$ cat src/rtl/cpu_pkg.sv
// cpu_pkg: shared definitions for the hardwired control sequencer.
//   - opcode constants (IR[31:27])
//   - instruction-class enum produced by opcode_decode
//   - one-hot ALU select encoding, order {ADD, SUB, AND, OR}
//   - FSM state encoding for control_unit
//   - ctrl_t: packed bundle of every control strobe, MSB first in port order
package cpu_pkg;

    localparam logic [4:0] OP_LD   = 5'b00000;
    localparam logic [4:0] OP_LDI  = 5'b00001;
    localparam logic [4:0] OP_ST   = 5'b00010;
    localparam logic [4:0] OP_ADD  = 5'b00011;
    localparam logic [4:0] OP_SUB  = 5'b00100;
    localparam logic [4:0] OP_AND  = 5'b00101;
    localparam logic [4:0] OP_OR   = 5'b00110;
    localparam logic [4:0] OP_ADDI = 5'b01001;
    localparam logic [4:0] OP_ANDI = 5'b01010;
    localparam logic [4:0] OP_ORI  = 5'b01011;
    localparam logic [4:0] OP_BR   = 5'b10010;
    localparam logic [4:0] OP_NOP  = 5'b11010;
    localparam logic [4:0] OP_HALT = 5'b11011;

    typedef enum logic [2:0] {
        CLS_ALU_R, CLS_ALU_I, CLS_LDI, CLS_LD, CLS_ST, CLS_BR, CLS_NOP, CLS_HALT
    } cls_e;

    localparam logic [3:0] SEL_ADD = 4'b1000;
    localparam logic [3:0] SEL_SUB = 4'b0100;
    localparam logic [3:0] SEL_AND = 4'b0010;
    localparam logic [3:0] SEL_OR  = 4'b0001;

    // The ALU op is folded into the T4 state so the op survives past T3
    // without a separate register.
    localparam logic [4:0] S_RST    = 5'd0;
    localparam logic [4:0] S_T0     = 5'd1;
    localparam logic [4:0] S_T1     = 5'd2;
    localparam logic [4:0] S_T2     = 5'd3;
    localparam logic [4:0] S_T3     = 5'd4;
    localparam logic [4:0] S_R4_ADD = 5'd5;
    localparam logic [4:0] S_R4_SUB = 5'd6;
    localparam logic [4:0] S_R4_AND = 5'd7;
    localparam logic [4:0] S_R4_OR  = 5'd8;
    localparam logic [4:0] S_I4_ADD = 5'd9;
    localparam logic [4:0] S_I4_AND = 5'd10;
    localparam logic [4:0] S_I4_OR  = 5'd11;
    localparam logic [4:0] S_WB5    = 5'd12;
    localparam logic [4:0] S_LD4    = 5'd13;
    localparam logic [4:0] S_LD5    = 5'd14;
    localparam logic [4:0] S_LD6    = 5'd15;
    localparam logic [4:0] S_LD7    = 5'd16;
    localparam logic [4:0] S_ST4    = 5'd17;
    localparam logic [4:0] S_ST5    = 5'd18;
    localparam logic [4:0] S_ST6    = 5'd19;
    localparam logic [4:0] S_ST7    = 5'd20;
    localparam logic [4:0] S_BR4    = 5'd21;
    localparam logic [4:0] S_BR5    = 5'd22;
    localparam logic [4:0] S_BR6    = 5'd23;
    localparam logic [4:0] S_HALT   = 5'd24;

    typedef struct packed {
        logic       run;
        logic       pc_out;
        logic       zhi_out;
        logic       zlow_out;
        logic       mdr_out;
        logic       ba_out;
        logic       c_out;
        logic       mar_in;
        logic       z_in;
        logic       pc_in;
        logic       mdr_in;
        logic       ir_in;
        logic       y_in;
        logic       con_in;
        logic       inc_pc;
        logic       read;
        logic       write;
        logic       gra;
        logic       grb;
        logic       grc;
        logic       r_in;
        logic       r_out;
        logic [3:0] alu;    // {ADD, SUB, AND, OR}
    } ctrl_t;

endpackage

$ cat src/rtl/control_unit_if.sv
// control_unit_if: bundle between the control sequencer and Datapath_P2.
//   master (control_unit): inputs IR, BranchMet, Stop; drives Run and all strobes.
//   slave  (datapath):     the reverse.
interface control_unit_if;
    logic [31:0] IR;
    logic        BranchMet, Stop, Run;
    logic        PCout, Zhiout, Zlowout, MDRout, BAout, Cout;
    logic        MARin, Zin, PCin, MDRin, IRin, Yin, CONIn;
    logic        IncPC, Read, Write;
    logic        Gra, Grb, Grc, Rin, Rout;
    logic        ADD, SUB, AND, OR;

    modport master (
        input  IR, BranchMet, Stop,
        output Run, PCout, Zhiout, Zlowout, MDRout, BAout, Cout,
               MARin, Zin, PCin, MDRin, IRin, Yin, CONIn,
               IncPC, Read, Write, Gra, Grb, Grc, Rin, Rout,
               ADD, SUB, AND, OR
    );

    modport slave (
        output IR, BranchMet, Stop,
        input  Run, PCout, Zhiout, Zlowout, MDRout, BAout, Cout,
               MARin, Zin, PCin, MDRin, IRin, Yin, CONIn,
               IncPC, Read, Write, Gra, Grb, Grc, Rin, Rout,
               ADD, SUB, AND, OR
    );
endinterface

$ cat src/rtl/control_unit_opcode_decode.sv
// opcode_decode: combinational opcode -> instruction class + one-hot ALU select.
//   opcode  in  OPW : IR[31:27]
//   cls     out     : instruction class (unknown opcodes map to CLS_NOP)
//   alu_sel out 4   : {ADD,SUB,AND,OR} one-hot, or zero for nop/halt
// Config macro CTRL_BRANCH_EN: when undefined, br decodes as nop.
module opcode_decode
    import cpu_pkg::*;
#(
    parameter int OPW = 5
) (
    input  logic [OPW-1:0] opcode,
    output cls_e           cls,
    output logic [3:0]     alu_sel
);

    always_comb begin
        cls     = CLS_NOP;
        alu_sel = '0;
        case (opcode)
            OPW'(OP_LD):   begin cls = CLS_LD;    alu_sel = SEL_ADD; end
            OPW'(OP_LDI):  begin cls = CLS_LDI;   alu_sel = SEL_ADD; end
            OPW'(OP_ST):   begin cls = CLS_ST;    alu_sel = SEL_ADD; end
            OPW'(OP_ADD):  begin cls = CLS_ALU_R; alu_sel = SEL_ADD; end
            OPW'(OP_SUB):  begin cls = CLS_ALU_R; alu_sel = SEL_SUB; end
            OPW'(OP_AND):  begin cls = CLS_ALU_R; alu_sel = SEL_AND; end
            OPW'(OP_OR):   begin cls = CLS_ALU_R; alu_sel = SEL_OR;  end
            OPW'(OP_ADDI): begin cls = CLS_ALU_I; alu_sel = SEL_ADD; end
            OPW'(OP_ANDI): begin cls = CLS_ALU_I; alu_sel = SEL_AND; end
            OPW'(OP_ORI):  begin cls = CLS_ALU_I; alu_sel = SEL_OR;  end
`ifdef CTRL_BRANCH_EN
            OPW'(OP_BR):   begin cls = CLS_BR;    alu_sel = SEL_ADD; end
`endif
            OPW'(OP_HALT): cls = CLS_HALT;
            default:       cls = CLS_NOP;
        endcase
    end

endmodule

$ cat src/rtl/control_unit.sv
// control_unit: hardwired Moore sequencer (T0..T7) driving Datapath_P2.
//   Clock in : rising-edge clock
//   Clear in : synchronous active-low reset (next state RST)
//   bus      : control_unit_if.master -- IR/BranchMet/Stop in, Run + strobes out
// Config macro CTRL_BRANCH_EN: enables the BR4..BR6 branch sequence; when
// undefined, br runs as nop and CONIn stays 0.
// Stop is only honoured in the final state of an instruction; HALT is left
// only through reset.
module control_unit
    import cpu_pkg::*;
#(
    parameter int OPW = 5
) (
    input  logic           Clock,
    input  logic           Clear,
    control_unit_if.master bus
);

    logic [4:0] state_q, state_d;
    logic [4:0] next_instr;
    cls_e       cls;
    logic [3:0] alu_sel;
    ctrl_t      c;

    opcode_decode #(.OPW(OPW)) u_dec (
        .opcode  (bus.IR[31 -: OPW]),
        .cls     (cls),
        .alu_sel (alu_sel)
    );

    assign next_instr = bus.Stop ? S_HALT : S_T0;

    always_comb begin
        state_d = state_q;
        case (state_q)
            S_RST: state_d = S_T0;
            S_T0:  state_d = S_T1;
            S_T1:  state_d = S_T2;
            S_T2:  state_d = S_T3;
            S_T3: begin
                case (cls)
                    CLS_ALU_R: begin
                        case (alu_sel)
                            SEL_SUB: state_d = S_R4_SUB;
                            SEL_AND: state_d = S_R4_AND;
                            SEL_OR:  state_d = S_R4_OR;
                            default: state_d = S_R4_ADD;
                        endcase
                    end
                    CLS_ALU_I: begin
                        case (alu_sel)
                            SEL_AND: state_d = S_I4_AND;
                            SEL_OR:  state_d = S_I4_OR;
                            default: state_d = S_I4_ADD;
                        endcase
                    end
                    CLS_LDI:  state_d = S_I4_ADD;  // ldi T4 is addi's T4
                    CLS_LD:   state_d = S_LD4;
                    CLS_ST:   state_d = S_ST4;
`ifdef CTRL_BRANCH_EN
                    CLS_BR:   state_d = S_BR4;
`endif
                    CLS_HALT: state_d = S_HALT;
                    default:  state_d = next_instr; // nop ends in T3
                endcase
            end
            S_R4_ADD, S_R4_SUB, S_R4_AND, S_R4_OR,
            S_I4_ADD, S_I4_AND, S_I4_OR: state_d = S_WB5;
            S_WB5: state_d = next_instr;
            S_LD4: state_d = S_LD5;
            S_LD5: state_d = S_LD6;
            S_LD6: state_d = S_LD7;
            S_LD7: state_d = next_instr;
            S_ST4: state_d = S_ST5;
            S_ST5: state_d = S_ST6;
            S_ST6: state_d = S_ST7;
            S_ST7: state_d = next_instr;
`ifdef CTRL_BRANCH_EN
            S_BR4: state_d = S_BR5;
            S_BR5: state_d = S_BR6;
            S_BR6: state_d = next_instr;
`endif
            S_HALT: state_d = S_HALT;
            default: state_d = S_RST;
        endcase
    end

    always_ff @(posedge Clock) begin
        if (!Clear) state_q <= S_RST;
        else        state_q <= state_d;
    end

    // Output decode: state only, except T3 (class from the freshly loaded IR)
    // and BR6 (PCin follows BranchMet).
    always_comb begin
        c     = '0;
        c.run = (state_q != S_RST) && (state_q != S_HALT);
        case (state_q)
            S_T0: begin c.pc_out = 1'b1; c.mar_in = 1'b1; c.inc_pc = 1'b1; c.z_in = 1'b1; end
            S_T1: begin c.zlow_out = 1'b1; c.pc_in = 1'b1; c.read = 1'b1; c.mdr_in = 1'b1; end
            S_T2: begin c.mdr_out = 1'b1; c.ir_in = 1'b1; end
            S_T3: begin
                case (cls)
                    CLS_ALU_R, CLS_ALU_I: begin c.grb = 1'b1; c.r_out = 1'b1; c.y_in = 1'b1; end
                    CLS_LDI, CLS_LD, CLS_ST: begin c.grb = 1'b1; c.ba_out = 1'b1; c.y_in = 1'b1; end
`ifdef CTRL_BRANCH_EN
                    CLS_BR: begin c.gra = 1'b1; c.r_out = 1'b1; c.con_in = 1'b1; end
`endif
                    default: ;
                endcase
            end
            S_R4_ADD, S_R4_SUB, S_R4_AND, S_R4_OR: begin
                c.grc = 1'b1; c.r_out = 1'b1; c.z_in = 1'b1;
            end
            S_I4_ADD, S_I4_AND, S_I4_OR, S_LD4, S_ST4, S_BR5: begin
                c.c_out = 1'b1; c.z_in = 1'b1;
            end
            S_WB5, S_LD7: begin
                c.zlow_out = (state_q == S_WB5);
                c.mdr_out  = (state_q == S_LD7);
                c.gra = 1'b1; c.r_in = 1'b1;
            end
            S_LD5, S_ST5: begin c.zlow_out = 1'b1; c.mar_in = 1'b1; end
            S_LD6: begin c.read = 1'b1; c.mdr_in = 1'b1; end
            S_ST6: begin c.gra = 1'b1; c.r_out = 1'b1; c.mdr_in = 1'b1; end
            S_ST7: c.write = 1'b1;
`ifdef CTRL_BRANCH_EN
            S_BR4: begin c.pc_out = 1'b1; c.y_in = 1'b1; end
            S_BR6: begin c.zlow_out = 1'b1; c.pc_in = bus.BranchMet; end
`endif
            default: ;
        endcase

        case (state_q)
            S_R4_ADD, S_I4_ADD, S_LD4, S_ST4, S_BR5: c.alu = SEL_ADD;
            S_R4_SUB:                                c.alu = SEL_SUB;
            S_R4_AND, S_I4_AND:                      c.alu = SEL_AND;
            S_R4_OR,  S_I4_OR:                       c.alu = SEL_OR;
            default:                                 c.alu = '0;
        endcase
    end

    assign {bus.Run, bus.PCout, bus.Zhiout, bus.Zlowout, bus.MDRout, bus.BAout,
            bus.Cout, bus.MARin, bus.Zin, bus.PCin, bus.MDRin, bus.IRin, bus.Yin,
            bus.CONIn, bus.IncPC, bus.Read, bus.Write, bus.Gra, bus.Grb, bus.Grc,
            bus.Rin, bus.Rout, bus.ADD, bus.SUB, bus.AND, bus.OR} = c;

endmodule

$ cat src/flat_wrapper.sv
// flat-port wrapper written by rule: the top's interface ports become plain ports
module control_unit_flat import cpu_pkg::*;
#(
    parameter int OPW = 5
)
  (Clock, Clear, bus_IR, bus_BranchMet, bus_Stop, bus_Run, bus_PCout, bus_Zhiout, bus_Zlowout, bus_MDRout, bus_BAout, bus_Cout, bus_MARin, bus_Zin, bus_PCin, bus_MDRin, bus_IRin, bus_Yin, bus_CONIn, bus_IncPC, bus_Read, bus_Write, bus_Gra, bus_Grb, bus_Grc, bus_Rin, bus_Rout, bus_ADD, bus_SUB, bus_AND, bus_OR);
  control_unit_if bus_i ();
  input  logic Clock;
  input  logic Clear;
  input wire logic [$bits(bus_i.IR)-1:0] bus_IR;
  input wire logic [$bits(bus_i.BranchMet)-1:0] bus_BranchMet;
  input wire logic [$bits(bus_i.Stop)-1:0] bus_Stop;
  output wire logic [$bits(bus_i.Run)-1:0] bus_Run;
  output wire logic [$bits(bus_i.PCout)-1:0] bus_PCout;
  output wire logic [$bits(bus_i.Zhiout)-1:0] bus_Zhiout;
  output wire logic [$bits(bus_i.Zlowout)-1:0] bus_Zlowout;
  output wire logic [$bits(bus_i.MDRout)-1:0] bus_MDRout;
  output wire logic [$bits(bus_i.BAout)-1:0] bus_BAout;
  output wire logic [$bits(bus_i.Cout)-1:0] bus_Cout;
  output wire logic [$bits(bus_i.MARin)-1:0] bus_MARin;
  output wire logic [$bits(bus_i.Zin)-1:0] bus_Zin;
  output wire logic [$bits(bus_i.PCin)-1:0] bus_PCin;
  output wire logic [$bits(bus_i.MDRin)-1:0] bus_MDRin;
  output wire logic [$bits(bus_i.IRin)-1:0] bus_IRin;
  output wire logic [$bits(bus_i.Yin)-1:0] bus_Yin;
  output wire logic [$bits(bus_i.CONIn)-1:0] bus_CONIn;
  output wire logic [$bits(bus_i.IncPC)-1:0] bus_IncPC;
  output wire logic [$bits(bus_i.Read)-1:0] bus_Read;
  output wire logic [$bits(bus_i.Write)-1:0] bus_Write;
  output wire logic [$bits(bus_i.Gra)-1:0] bus_Gra;
  output wire logic [$bits(bus_i.Grb)-1:0] bus_Grb;
  output wire logic [$bits(bus_i.Grc)-1:0] bus_Grc;
  output wire logic [$bits(bus_i.Rin)-1:0] bus_Rin;
  output wire logic [$bits(bus_i.Rout)-1:0] bus_Rout;
  output wire logic [$bits(bus_i.ADD)-1:0] bus_ADD;
  output wire logic [$bits(bus_i.SUB)-1:0] bus_SUB;
  output wire logic [$bits(bus_i.AND)-1:0] bus_AND;
  output wire logic [$bits(bus_i.OR)-1:0] bus_OR;
  assign bus_i.IR = bus_IR;
  assign bus_i.BranchMet = bus_BranchMet;
  assign bus_i.Stop = bus_Stop;
  assign bus_Run = bus_i.Run;
  assign bus_PCout = bus_i.PCout;
  assign bus_Zhiout = bus_i.Zhiout;
  assign bus_Zlowout = bus_i.Zlowout;
  assign bus_MDRout = bus_i.MDRout;
  assign bus_BAout = bus_i.BAout;
  assign bus_Cout = bus_i.Cout;
  assign bus_MARin = bus_i.MARin;
  assign bus_Zin = bus_i.Zin;
  assign bus_PCin = bus_i.PCin;
  assign bus_MDRin = bus_i.MDRin;
  assign bus_IRin = bus_i.IRin;
  assign bus_Yin = bus_i.Yin;
  assign bus_CONIn = bus_i.CONIn;
  assign bus_IncPC = bus_i.IncPC;
  assign bus_Read = bus_i.Read;
  assign bus_Write = bus_i.Write;
  assign bus_Gra = bus_i.Gra;
  assign bus_Grb = bus_i.Grb;
  assign bus_Grc = bus_i.Grc;
  assign bus_Rin = bus_i.Rin;
  assign bus_Rout = bus_i.Rout;
  assign bus_ADD = bus_i.ADD;
  assign bus_SUB = bus_i.SUB;
  assign bus_AND = bus_i.AND;
  assign bus_OR = bus_i.OR;
  control_unit #(.OPW(OPW)) u_core (.Clock(Clock), .Clear(Clear), .bus(bus_i));
endmodule
$ cat config.mk
export PLATFORM = sky130hd
export DESIGN_NAME = control_unit_flat
export DESIGN_NICKNAME = d
export VERILOG_FILES = /design/src/rtl/cpu_pkg.sv /design/src/rtl/control_unit_if.sv /design/src/rtl/control_unit_opcode_decode.sv /design/src/rtl/control_unit.sv /design/src/flat_wrapper.sv
export SDC_FILE = /design/constraint.sdc
export NUM_CORES = 1
export LEC_CHECK = 0
export ABC_AREA = 1
export BUFFER_PORTS_ARGS = -buffer_cell sky130_fd_sc_hd__buf_2
export CORE_MARGIN = 2
export CORE_UTILIZATION = 44
export DETAILED_ROUTE_END_ITERATION = 7
export PLACE_DENSITY = 0.8
export SYNTH_ARGS = -nofsm -noshare
export SYNTH_HDL_FRONTEND = slang
export SYNTH_SLANG_ARGS = --single-unit
$ cat constraint.sdc
create_clock -name Clock -period 2.09 [get_ports Clock]
set_input_delay 0.418 -clock Clock [delete_from_list [all_inputs] [get_ports Clock]]
set_output_delay 0.418 -clock Clock [all_outputs]
set_load 0.02 [all_outputs]
* After elaboration in Yosys (flattened, before gate mapping)
Memory sizes are Yosys's and may differ from the RTL's. A register that Yosys moved wholly into a read port is not among the register bits. Cells that the tools add are included.
Operators by class: add/sub/neg operators 0, multipliers 0, divide/modulo/power cells 0, order comparisons 0, equal/unequal tests 41, shift-type cells 0, multiplexer cells 28, bitwise gates (word level) 0, reduce and logical (&&, ||, !) cells 25
Operators by type and width (count):
- 5-bit case mux with 14 select lines | 1
- 5-bit by 4-bit == test with 1-bit output, second input constant | 11
- 5-bit == test, second input constant | 8
- 5-bit by 3-bit == test with 1-bit output, second input constant | 7
- 5-bit case mux with 6 select lines | 1
- 3-bit OR reduction | 7
- 5-bit by 2-bit == test with 1-bit output, second input constant | 4
- 3-bit case mux with 6 select lines | 1
- 1-bit 2-to-1 mux | 17
- 4-bit case mux with 4 select lines | 1
- 5-bit OR reduction | 3
- 4-bit case mux with 3 select lines | 1
- 11-bit OR reduction | 1
- 5-bit by 1-bit == test with 1-bit output, second input constant | 2
- 5-bit zero test | 2
- 5-bit 2-to-1 mux | 2
- 2-bit OR reduction | 5
- 4-bit OR reduction | 2
- 7-bit OR reduction | 1
- 3-bit by 2-bit == test with 1-bit output, second input constant | 2
- 3-bit == test, second input constant | 2
- 1-bit case mux with 2 select lines | 3
- 6-bit OR reduction | 1
- 5-bit != test, second input constant | 1
- 8 further kinds | 8
Storage, ports and cells: register bits after elaboration 5, bits in latches 0, bits in writable memories 0, bits in read-only memories 128, input bits 36, output and inout bits 26, word-level logic and storage cells 96, memories kept 1
Memory list:
- (no name shown) | words 32, width 4, rd ports 1, clocked after memory_dff 1, wr ports 0, line control_unit.sv:134 | case (state_q)

* Longest topological paths before layout
Gate-level depths: netlist (run 1).
word-level depth 8, gate-level depth with buffers 18, gate-level depth less buffers 18

* By module
Synthesis (run 1) repeated with hierarchy kept, for this count alone.
Unflattened totals: cell total of the unflattened synthesis 232, area total of the unflattened synthesis 1226.2 µm²
By module, submodules not included:
- control_unit | instances 1, cells each 195, area an instance 1056.0 µm², seq. area each 180.2 µm²
- opcode_decode | instances 1, cells each 37, area an instance 170.2 µm², seq. area each 0.0 µm²

* Worst setup path before layout (run 1)
OpenSTA, ideal clock, no wires.
path kind input-to-output, start point in bus_IR[29], end point out bus_Yin, arrival time 1537 ps, required time 1672 ps, slack 135 ps, cell stages on the path 10, buffers on the path 1, cells stage by stage inv_1 > nand2_1 > nor2_1 > nand2_2 > nand2_1 > inv_1 > nand2_1 > nand2_1 > nor2_1 > buf_4
On the way: word-level cells in the longest chain between the ends 7, elaborated cells between the ends (all ways) 22, classes of those cells eq/ne: 14; mux: 3; reduce/logical: 5
Ends and longest elaborated chain:
- from (decl) | line flat_wrapper.sv:10 | input wire logic [$bits(bus_i.IR)-1:0] bus_IR;
- 5-bit by 3-bit == test with 1-bit output (tied with other cells) | line control_unit_opcode_decode.sv:19 | case (opcode)
- 4-bit OR reduction (no source line) or 3-bit OR reduction (tied branches)
- 3-bit case mux with 6 select lines * | line control_unit_opcode_decode.sv:19
- 3-bit by 1-bit == test with 1-bit output (tied with other cells)
- 5-bit OR reduction (no source line) *
- 1-bit 2-to-1 mux * (2 in a row)
- to (decl) | line flat_wrapper.sv:25 | output wire logic [$bits(bus_i.Yin)-1:0] bus_Yin;
Every way passes the cells marked *; elsewhere a longest branch is shown, timed or not.

* Worst setup path after layout (run 1)
start point reg u_core.state_q[3], end point out bus_Zin
On the way: word-level cells in the longest chain between the ends 3, elaborated cells between the ends (all ways) 13, classes of those cells eq/ne: 11; mux: 1; reduce/logical: 1
Ends and longest elaborated chain:
- from (decl) | line control_unit.sv:19 | logic [4:0] state_q, state_d;
- from (signal assigned) | line control_unit.sv:90 | else state_q <= state_d;
- 5-bit by 1-bit == test with 1-bit output (tied with other cells) | line control_unit.sv:98 | case (state_q)
- 11-bit OR reduction (no source line) *
- 1-bit 2-to-1 mux * | line control_unit.sv:98
- to (decl) | line flat_wrapper.sv:21 | output wire logic [$bits(bus_i.Zin)-1:0] bus_Zin;
Marked as above.

==> results of run 1 <==
## logic make-up (layout without fill, tap and decap cells)
| kind of cell | Yosys count | in the layout |
|---|---|---|
| AOI/OAI and AO/OA | 14 | 14 |
| adders and majority gates | 1 | 1 |
| buffers and inverters | 44 | 82 |
| DFF | 9 | 9 |
| other | 1 | 2 |
| and+or+nand+nor | 140 | 140 |
## how the worst max path moves through the flow
stage                                       startpoint                     end  slack [ns]  cells after the start
final                     u_core.state_q[3]$_SDFF_PN0_                 bus_Zin        0.05                      7
after global routing      u_core.state_q[1]$_SDFF_PN0_                 bus_Zin       -0.04                      6
after CTS                 u_core.state_q[0]$_SDFF_PN0_                 bus_Zin        0.02                      6
after detailed placement                    bus_IR[28]  u_core.bus.ADD$_DFF_P_      -0.001                     18
after global placement                      bus_IR[28]  u_core.bus.ADD$_DFF_P_        0.05                     18
after floorplan                             bus_IR[29]                 bus_Yin        0.13                     10
## power breakdown
group	switching [mW]	internal, mW
Combinational	0.788	0.398
Clock	0.0648	0.0738
Sequential	0.0662	0.227
Total	0.919	0.699
## routing by layer
metal / up-vias / track usage / routed length [µm]
met4: 0 / 0.0875 / 34
met3: 4 / 0.0328 / 156
met5: - / 0 / 0
met2: 51 / 0.394 / 1470
met1: 619 / 0.234 / 1190
li1: 724 / - / -
## registers in the layout, indices dropped and copies added (netlist names)
register / cells
u_core.bus.ADD: 1
u_core.bus.AND: 1
u_core.bus.OR: 1
u_core.bus.SUB: 1
u_core.state_q: 5
## layout by cell type, fill, tap and decap left out, types with 4 or more instances in the layout
master,Yosys,routed
nor2_1,31,31
inv_2,6,6
nand3_1,21,21
nand2_1,66,65
buf_4,4,8
inv_1,33,33
nand2_2,3,4
dfxtp_2,0,5
dfxtp_1,9,4
o21ai_0,5,5
nor2_2,5,5
nand4_1,5,5
buf_2,1,31
## worst max-delay path, cell delays in order, from the launching register on
cell       delay [ns]
dfxtp_2          0.39
inv_2            0.08
nand2_2          0.10
nor2_1           0.08
nand2_1          0.10
o2111ai_1        0.14
a2111o_1         0.30
buf_2            0.16
## cell usage after synthesis (all sizes together)
master	count	area share
o2111ai	1	0.0079
conb	1	0.0034
a21oi	5	0.039
ha	1	0.011
nand4	5	0.028
inv	39	0.13
nand2	69	0.24
nor2	39	0.16
nand3	24	0.12
dfxtp	9	0.16
buf	5	0.031
a2111o	1	0.010
nor3	3	0.018
o211ai	1	0.0067
o21ai	6	0.027
## area by class of cell
| class | instances | area [µm²] |
|---|---|---|
| flip-flops and latches | 9 | 186 |
| multi-input cells | 157 | 758 |
| well taps | 30 | 37.5 |
| clock buffers | 4 | 26.3 |
| repair buffers | 39 | 215 |
| fillers | 262 | 1060 |
| inverters | 39 | 146 |
## metrics by stage
step / total power [mW] / setup slack, ns
3_3_place_gp: 1.44 / 0.0453
4_1_cts: 1.61 / 0.0169
6_report: 1.62 / 0.0510
2_1_floorplan: 1.12 / 0.135
3_5_place_dp: 1.46 / -0.00144
5_1_grt: 1.76 / -0.0424
## what timing repair did
item	4_1_cts	5_1_grt
hold endpoints to repair	0	0
endpoints found under the setup margin	1	7
pin swaps	0	1
resized for setup	4	2
gates cloned	0	0
==> results.txt, run 1 <==
Outcome = completed
Hold path depth = 3
# Max-Cap Violations = 0
DIE HEIGHT = 54.3 µm
CTS Buf Count = 3
Post-DP HPWL = 2.31 mm
Reg-to-Reg End = u_core.bus.ADD$_DFF_P_
Skew-Pair Late Insertion Delay = 0.27 ns
Adder-Cell Fraction of Synth Area = 0.0112
Data required time of the critical path = 1.67 ns
Root buffer cell = clkbuf_4
Max VDD drop = 831 µV
N_diodes = 0
WP data arrival = 1.62 ns
Critical path capture point type = output pin
Synth warn = 0
Antenna Nets Post-Route = 0
Via Count = 1398
Avg Inst Size Synth = 5.33 µm²
Die Wd = 54.3 µm
RSZ-0062 raised after global routing = true
Fmax = 490 MHz
Flop-to-flop setup slack = 0.18 ns
Pin count of the biggest net entering global routing = 13
#FFs+latches synth = 9
Lkg Pwr = 0.875 nW
DR iter-0 viols = 43
HP Class = primary input to flop
WL final = 2.86 mm
Setup Viol. Count Final = 0
Hold path startpoint = Clear
Clock transition at path regs = 0.06 ns
Core Util, Final = 0.563
Core area = 2430 µm²
Fin cells = 278
Die ar. = 2950 µm²
Sequential-to-total area share from yosys stat = 0.162
Final hold vios = 0
DR vias/cell = 5.03
Setup Crit Path Kind = flop to output pin
Initial Util = 0.458
Post-Place Cells = 274
Peak fanout along the critical path = 6
Total gr overflow = 0
Layout cells sized above 1 = 0.290
I/O Buffers = 31
Worst reg2reg path depth = 16
Post-Synth XOR/XNOR Area = 0
NumNets Final = 286
Worst hold slack = 0.520 ns
WHS Endpoint = u_core.state_q[4]$_SDFF_PN0_
CTS tree = built
I/O Pins = 62
Yosys cell types = 25
CTS sink count = 9
Cell Rows = 18
Post-Synthesis Cells = 209
Power Dens Cells = 1180 nW/µm²
R2R Path Start = u_core.state_q[2]$_SDFF_PN0_
Clock Path Buffers = 2
Setup TNS = 0 ns
DP Area = 1340 µm²
Slew Limit Fails = 0
Fin Clk Skew = 0.00442 ns
Post-CTS setup buffer count = 0
Main combinational cell family by area after synthesis = simple AND/OR/NAND/NOR gates
Post-route cell area = 1370 µm²
Tmin final = 2.04 ns
Simple-gate share of the synthesized area = 0.570
Hold Buf Count CTS = 0
Post-synthesis mux area share = 0
Routed len/inst = 10.3 µm
Drt first pass iters = 4
Synthesized cell area = 1110 µm²
Total global-route track usage = 0.211
Routability cong. = 0.809
Vias in the first global route = 1110
First-pass GRT wire length = 4.54 mm
Crit path launch type = flop
Initial antenna violation count = 0
Compound-Gate Fraction of Synth Area = 0.0910
Final period utilization = 0.976
Post-route DRC = 0
Area grow syn2layout = 23.0%
H-tree depth = 1
(Power assumes the default switching activity.)
==> run 2: changes to the inputs <==
--- a/config.mk
+++ b/config.mk
@@ -11,6 +11,7 @@
 export CORE_UTILIZATION = 44
 export DETAILED_ROUTE_END_ITERATION = 7
 export PLACE_DENSITY = 0.8
+export RECOVER_POWER = 50
 export SYNTH_ARGS = -nofsm -noshare
 export SYNTH_HDL_FRONTEND = slang
 export SYNTH_SLANG_ARGS = --single-unit
==> results.txt, run 2 (same netlist as run 1, synthesis figures left out) <==
Clock transition at path regs = 0.06 ns
NumNets Final = 286
Setup Crit Path Kind = flop to output pin
Setup TNS = 0 ns
Die ar. = 2950 µm²
CTS sink count = 9
DIE HEIGHT = 54.3 µm
Worst reg2reg path depth = 16
Area grow syn2layout = 21.1%
Worst hold slack = 0.523 ns
Fin cells = 278
Layout cells sized above 1 = 0.266
Via Count = 1385
Clock share of power = 0.086
Most frequent cells in the layout = nand2_1 (65), inv_1 (33), nor2_1 (31), buf_2 (27), nand3_1 (22)
Final period utilization = 0.974
Max VDD drop = 828 µV
WL final = 2.85 mm
Initial Util = 0.458
Tmin final = 2.04 ns
Slew Limit Fails = 0
Switching Power = 0.911 mW
Post-Place Cells = 274
Fmax = 491 MHz
Total gr overflow = 0
Die Wd = 54.3 µm
Pin count of the biggest net entering global routing = 13
DR iter-0 viols = 45
CP Launch Point = u_core.state_q[3]$_SDFF_PN0_
Most flop-heavy register = u_core.state_q
Data required time of the critical path = 1.67 ns
Fin Clk Skew = 0.00328 ns
R2R Path Start = u_core.state_q[2]$_SDFF_PN0_
Clock Path Buffers = 2
Lkg Pwr = 0.850 nW
Total global-route track usage = 0.211
WP data arrival = 1.62 ns
H-tree depth = 1
HP Class = primary input to flop
N_diodes = 0
Internal power = 0.689 mW
Root buffer cell = clkbuf_4
Cell Rows = 18
Peak fanout along the critical path = 6
CTS tree = built
Multi-input gate area = 742 µm²
Reg area = 186 µm²
Routability cong. = 0.809
Post-CTS setup buffer count = 0
Crit path capture = bus_Zin
Post-DP HPWL = 2.31 mm
Reg-to-Reg End = u_core.bus.ADD$_DFF_P_
Outcome = completed
Skew-Pair Late Insertion Delay = 0.27 ns
Gate power share = 0.730
Largest register FFs = 5
Worst-path cell chain = inv_2, nand2_2, nor2_1, nand2_1, o2111ai_1, a2111o_1, buf_2
Fillcell total = 267
Initial antenna violation count = 0
Core area = 2430 µm²
Post-Place Worst Slack = -0.00144 ns
Commonest non-fill, non-tap cell in the layout = nand2_1
I/O Pins = 62
Power Dens Cells = 1190 nW/µm²
Setup Viol. Count Final = 0
Vias in the first global route = 1110
CP max stage delay = 0.39 ns
DR vias/cell = 4.98
PnR worst setup slack = 0.0549 ns
Crit path launch type = flop
CTS Buf Count = 3
Routed len/inst = 10.3 µm
Drt first pass iters = 5
First-pass GRT wire length = 4.54 mm
Critical Path Slowest Stage Cell = dfxtp_2
Reg power frac = 0.184
Flop-to-flop setup slack = 0.19 ns
I/O Buffers = 31
Final hold vios = 0
Critical path capture point type = output pin
Post-route DRC = 0
Sw frac = 0.570
# Max-Cap Violations = 0
Antenna Nets Post-Route = 0
RSZ-0062 raised after global routing = true
[run 2: worst max-delay path: cells and delay by family, from the launching register on]
family | cells | cell delay, ns
buffers and inverters | 2 | 0.24
and+or+nand+nor | 3 | 0.28
DFF | 1 | 0.39
AOI/OAI and AO/OA | 2 | 0.44
[run 2: final cells by class]
| type | instances | area share |
|---|---|---|
| Multi-Input combinational cell | 157 | 0.550 |
| Timing Repair Buffer | 39 | 0.156 |
| Sequential cell | 9 | 0.138 |
| Inverter | 39 | 0.109 |
| Tap cell | 30 | 0.0278 |
| Clock buffer | 4 | 0.0195 |
[run 2: power by group through the flow]
| stage | Combinational (mW) | Sequential [mW] | Clock (mW) |
|---|---|---|---|
| after floorplan | 0.834 | 0.289 | 0 |
| after global placement | 1.15 | 0.284 | 0 |
| after detailed placement | 1.17 | 0.287 | 0 |
| after CTS | 1.17 | 0.289 | 0.143 |
| after global routing | 1.30 | 0.297 | 0.148 |
| final | 1.17 | 0.295 | 0.137 |
[run 2: routing by layer]
metal  track usage  share of wire  vias to the layer above
li1              -              -                      720
met5             0              0                        -
met3        0.0328          0.056                        4
met1         0.234           0.41                      610
met2         0.394           0.52                       51
met4        0.0875          0.012                        0
[run 2: timing repair]
action                     in CTS  in global routing
hold buffers                    0                  0
setup endpoints to repair       1                  7
cloned                          0                  0
pin swaps                       0                  1
gates resized for setup         4                  2
[run 2: worst min-delay path by stage]
stage | endpoint | slack, ns | depth (start not counted) | from
CTS | u_core.state_q[4]$_SDFF_PN0_ | 0.51 | 3 | Clear
global placement | u_core.state_q[4]$_SDFF_PN0_ | 0.79 | 3 | Clear
global route | u_core.state_q[1]$_SDFF_PN0_ | 0.54 | 3 | Clear
detailed placement | u_core.state_q[4]$_SDFF_PN0_ | 0.79 | 3 | Clear
finish | u_core.state_q[2]$_SDFF_PN0_ | 0.52 | 3 | Clear
floorplan | u_core.state_q[0]$_SDFF_PN0_ | 0.55 | 2 | Clear
[run 2: per-stage QoR]
step,power [mW],util,instance area (µm²)
2_1_floorplan,1.12,-,1120
3_3_place_gp,1.44,0.549,1340
3_5_place_dp,1.46,0.549,1340
4_1_cts,1.61,0.562,1370
5_1_grt,1.74,0.555,1350
6_report,1.60,0.555,1350
==> run 3: changes to the inputs <==
--- a/config.mk
+++ b/config.mk
@@ -6,11 +6,11 @@
 export NUM_CORES = 1
 export LEC_CHECK = 0
 export ABC_AREA = 1
-export BUFFER_PORTS_ARGS = -buffer_cell sky130_fd_sc_hd__buf_2
+export BUFFER_PORTS_ARGS = -buffer_cell sky130_fd_sc_hd__buf_4
 export CORE_MARGIN = 2
-export CORE_UTILIZATION = 44
+export CORE_UTILIZATION = 26
 export DETAILED_ROUTE_END_ITERATION = 7
-export PLACE_DENSITY = 0.8
+export PLACE_DENSITY = 0.52
 export RECOVER_POWER = 50
 export SYNTH_ARGS = -nofsm -noshare
 export SYNTH_HDL_FRONTEND = slang
==> results.txt, run 3 (same netlist as run 1, synthesis figures left out) <==
Tmin final = 2.00 ns
Number of stages on the worst setup path = 7
Initial Util = 0.274
Data required time of the critical path = 1.67 ns
H-tree depth = 1
# Max-Cap Violations = 0
Power Dens Cells = 1190 nW/µm²
Multi-input gate area = 746 µm²
CTS sink count = 9
Most flop-heavy register = u_core.state_q
PnR worst setup slack = 0.0905 ns
Flop-to-flop setup slack = 0.25 ns
Pin count of the biggest net entering global routing = 12
Setup Viol. Count Final = 0
Total gr overflow = 0
CP Buf/Inv Count = 2
Top delay family on crit path = compound AO/OA/AOI/OAI gates
Largest register FFs = 5
CTS Buf Count = 3
DIE HEIGHT = 69.4 µm
Initial antenna violation count = 0
Cell Rows = 23
Hold Buf Count CTS = 0
R2R Path Start = u_core.state_q[0]$_SDFF_PN0_
Root buffer cell = clkbuf_8
Max VDD drop = 518 µV
Overall Power = 1.75 mW
Antenna Nets Post-Route = 0
Clock transition at path regs = 0.04 ns
Post-DP HPWL = 2.51 mm
Area grow syn2layout = 31.8%
Critical Path Slowest Stage Cell = dfxtp_2
Routed len/inst = 9.89 µm
First-pass GRT wire length = 5.29 mm
Fmax = 500 MHz
NumNets Final = 288
Commonest non-fill, non-tap cell in the layout = nand2_1
Routability cong. = 0.900
Reg area = 186 µm²
Crit path launch type = flop
Core area = 4060 µm²
WP data arrival = 1.58 ns
Reg-to-Reg End = u_core.bus.ADD$_DFF_P_
Worst-path cell chain = inv_2, nand2_2, nor2_1, nand2_1, o2111ai_1, a2111o_1, buf_4
I/O Pins = 62
CP Launch Point = u_core.state_q[3]$_SDFF_PN0_
Final period utilization = 0.957
Total global-route track usage = 0.128
CP max stage delay = 0.37 ns
Die ar. = 4820 µm²
I/O Buffers = 31
Crit path capture = bus_Zin
Worst reg2reg path depth = 16
N_diodes = 0
Core Util, Final = 0.362
Worst hold slack = 0.536 ns
Drt first pass iters = 4
DR iter-0 viols = 96
Slew Limit Fails = 0
Post-Place Worst Slack = -0.0272 ns
Clock Path Buffers = 2
Most frequent cells in the layout = nand2_1 (65), buf_4 (34), inv_1 (32), nor2_1 (30), nand3_1 (21)
Lkg Pwr = 0.868 nW
Fin cells = 300
Layout cells sized above 1 = 0.268
Outcome = completed
Die Wd = 69.4 µm
Setup Crit Path Kind = flop to output pin
Via Count = 1342
Vias in the first global route = 1291
HP Class = primary input to flop
Critical path capture point type = output pin
Fin Clk Skew = 0.00441 ns
Peak fanout along the critical path = 6
Post-Place Cells = 294
WL final = 2.97 mm
CTS tree = built
Fillcell total = 481
Post-route DRC = 0
DR vias/cell = 4.47
Skew-Pair Late Insertion Delay = 0.23 ns
Final hold vios = 0
-- run 3: layout make-up --
cell class                      count  share of cell area
Timing Repair Buffer               41               0.192
Inverter                           39              0.0997
Sequential cell                     9               0.127
Multi-Input combinational cell    157               0.508
Clock buffer                        4              0.0307
Tap cell                           50              0.0426
-- run 3: per-layer routing --
layer	wire length, µm	vias up	part of all wire	GRT usage
li1	-	723	-	-
met1	1430	581	0.48	0.166
met2	1350	38	0.45	0.212
met3	195	0	0.066	0.0349
met4	0	0	0	0.0283
met5	0	-	0	0
-- run 3: worst register-to-register path, cell delays in order, from the launching register on --
cell,delay (ns)
dfxtp_2,0.39
inv_1,0.07
nand2_1,0.12
nor2_2,0.08
nand2_1,0.07
o21ai_0,0.08
inv_1,0.09
nand4_1,0.09
inv_1,0.09
nand2_1,0.07
nand2_1,0.08
inv_1,0.05
ha_1,0.20
inv_1,0.06
nand2_1,0.05
nand3_1,0.08
nand2_1,0.06
-- run 3: worst min-delay path by stage --
stage | cells after the start | from | endpoint
floorplan | 2 | Clear | u_core.state_q[0]$_SDFF_PN0_
global placement | 3 | Clear | u_core.state_q[4]$_SDFF_PN0_
detailed placement | 3 | Clear | u_core.state_q[4]$_SDFF_PN0_
CTS | 3 | Clear | u_core.state_q[4]$_SDFF_PN0_
global route | 3 | Clear | u_core.state_q[1]$_SDFF_PN0_
finish | 3 | Clear | u_core.state_q[4]$_SDFF_PN0_
-- run 3: where the power goes --
part / total (mW) / switching (mW) / internal, mW
sequential: 0.293 / 0.0649 / 0.228
combinational: 1.27 / 0.791 / 0.475
clock: 0.193 / 0.0610 / 0.132
-- run 3: through the flow --
step,instance area (µm²),TNS (ns)
2_1_floorplan,1120,0
3_3_place_gp,1440,-0.0305
3_5_place_dp,1440,-0.0272
4_1_cts,1490,0
5_1_grt,1470,-0.000629
6_report,1470,0
-- run 3: timing repair --
action | in CTS | in global routing
resized for setup | 2 | 6
setup buffers | 0 | 2
endpoints found under the setup margin | 1 | 4
pin swaps | 0 | 1
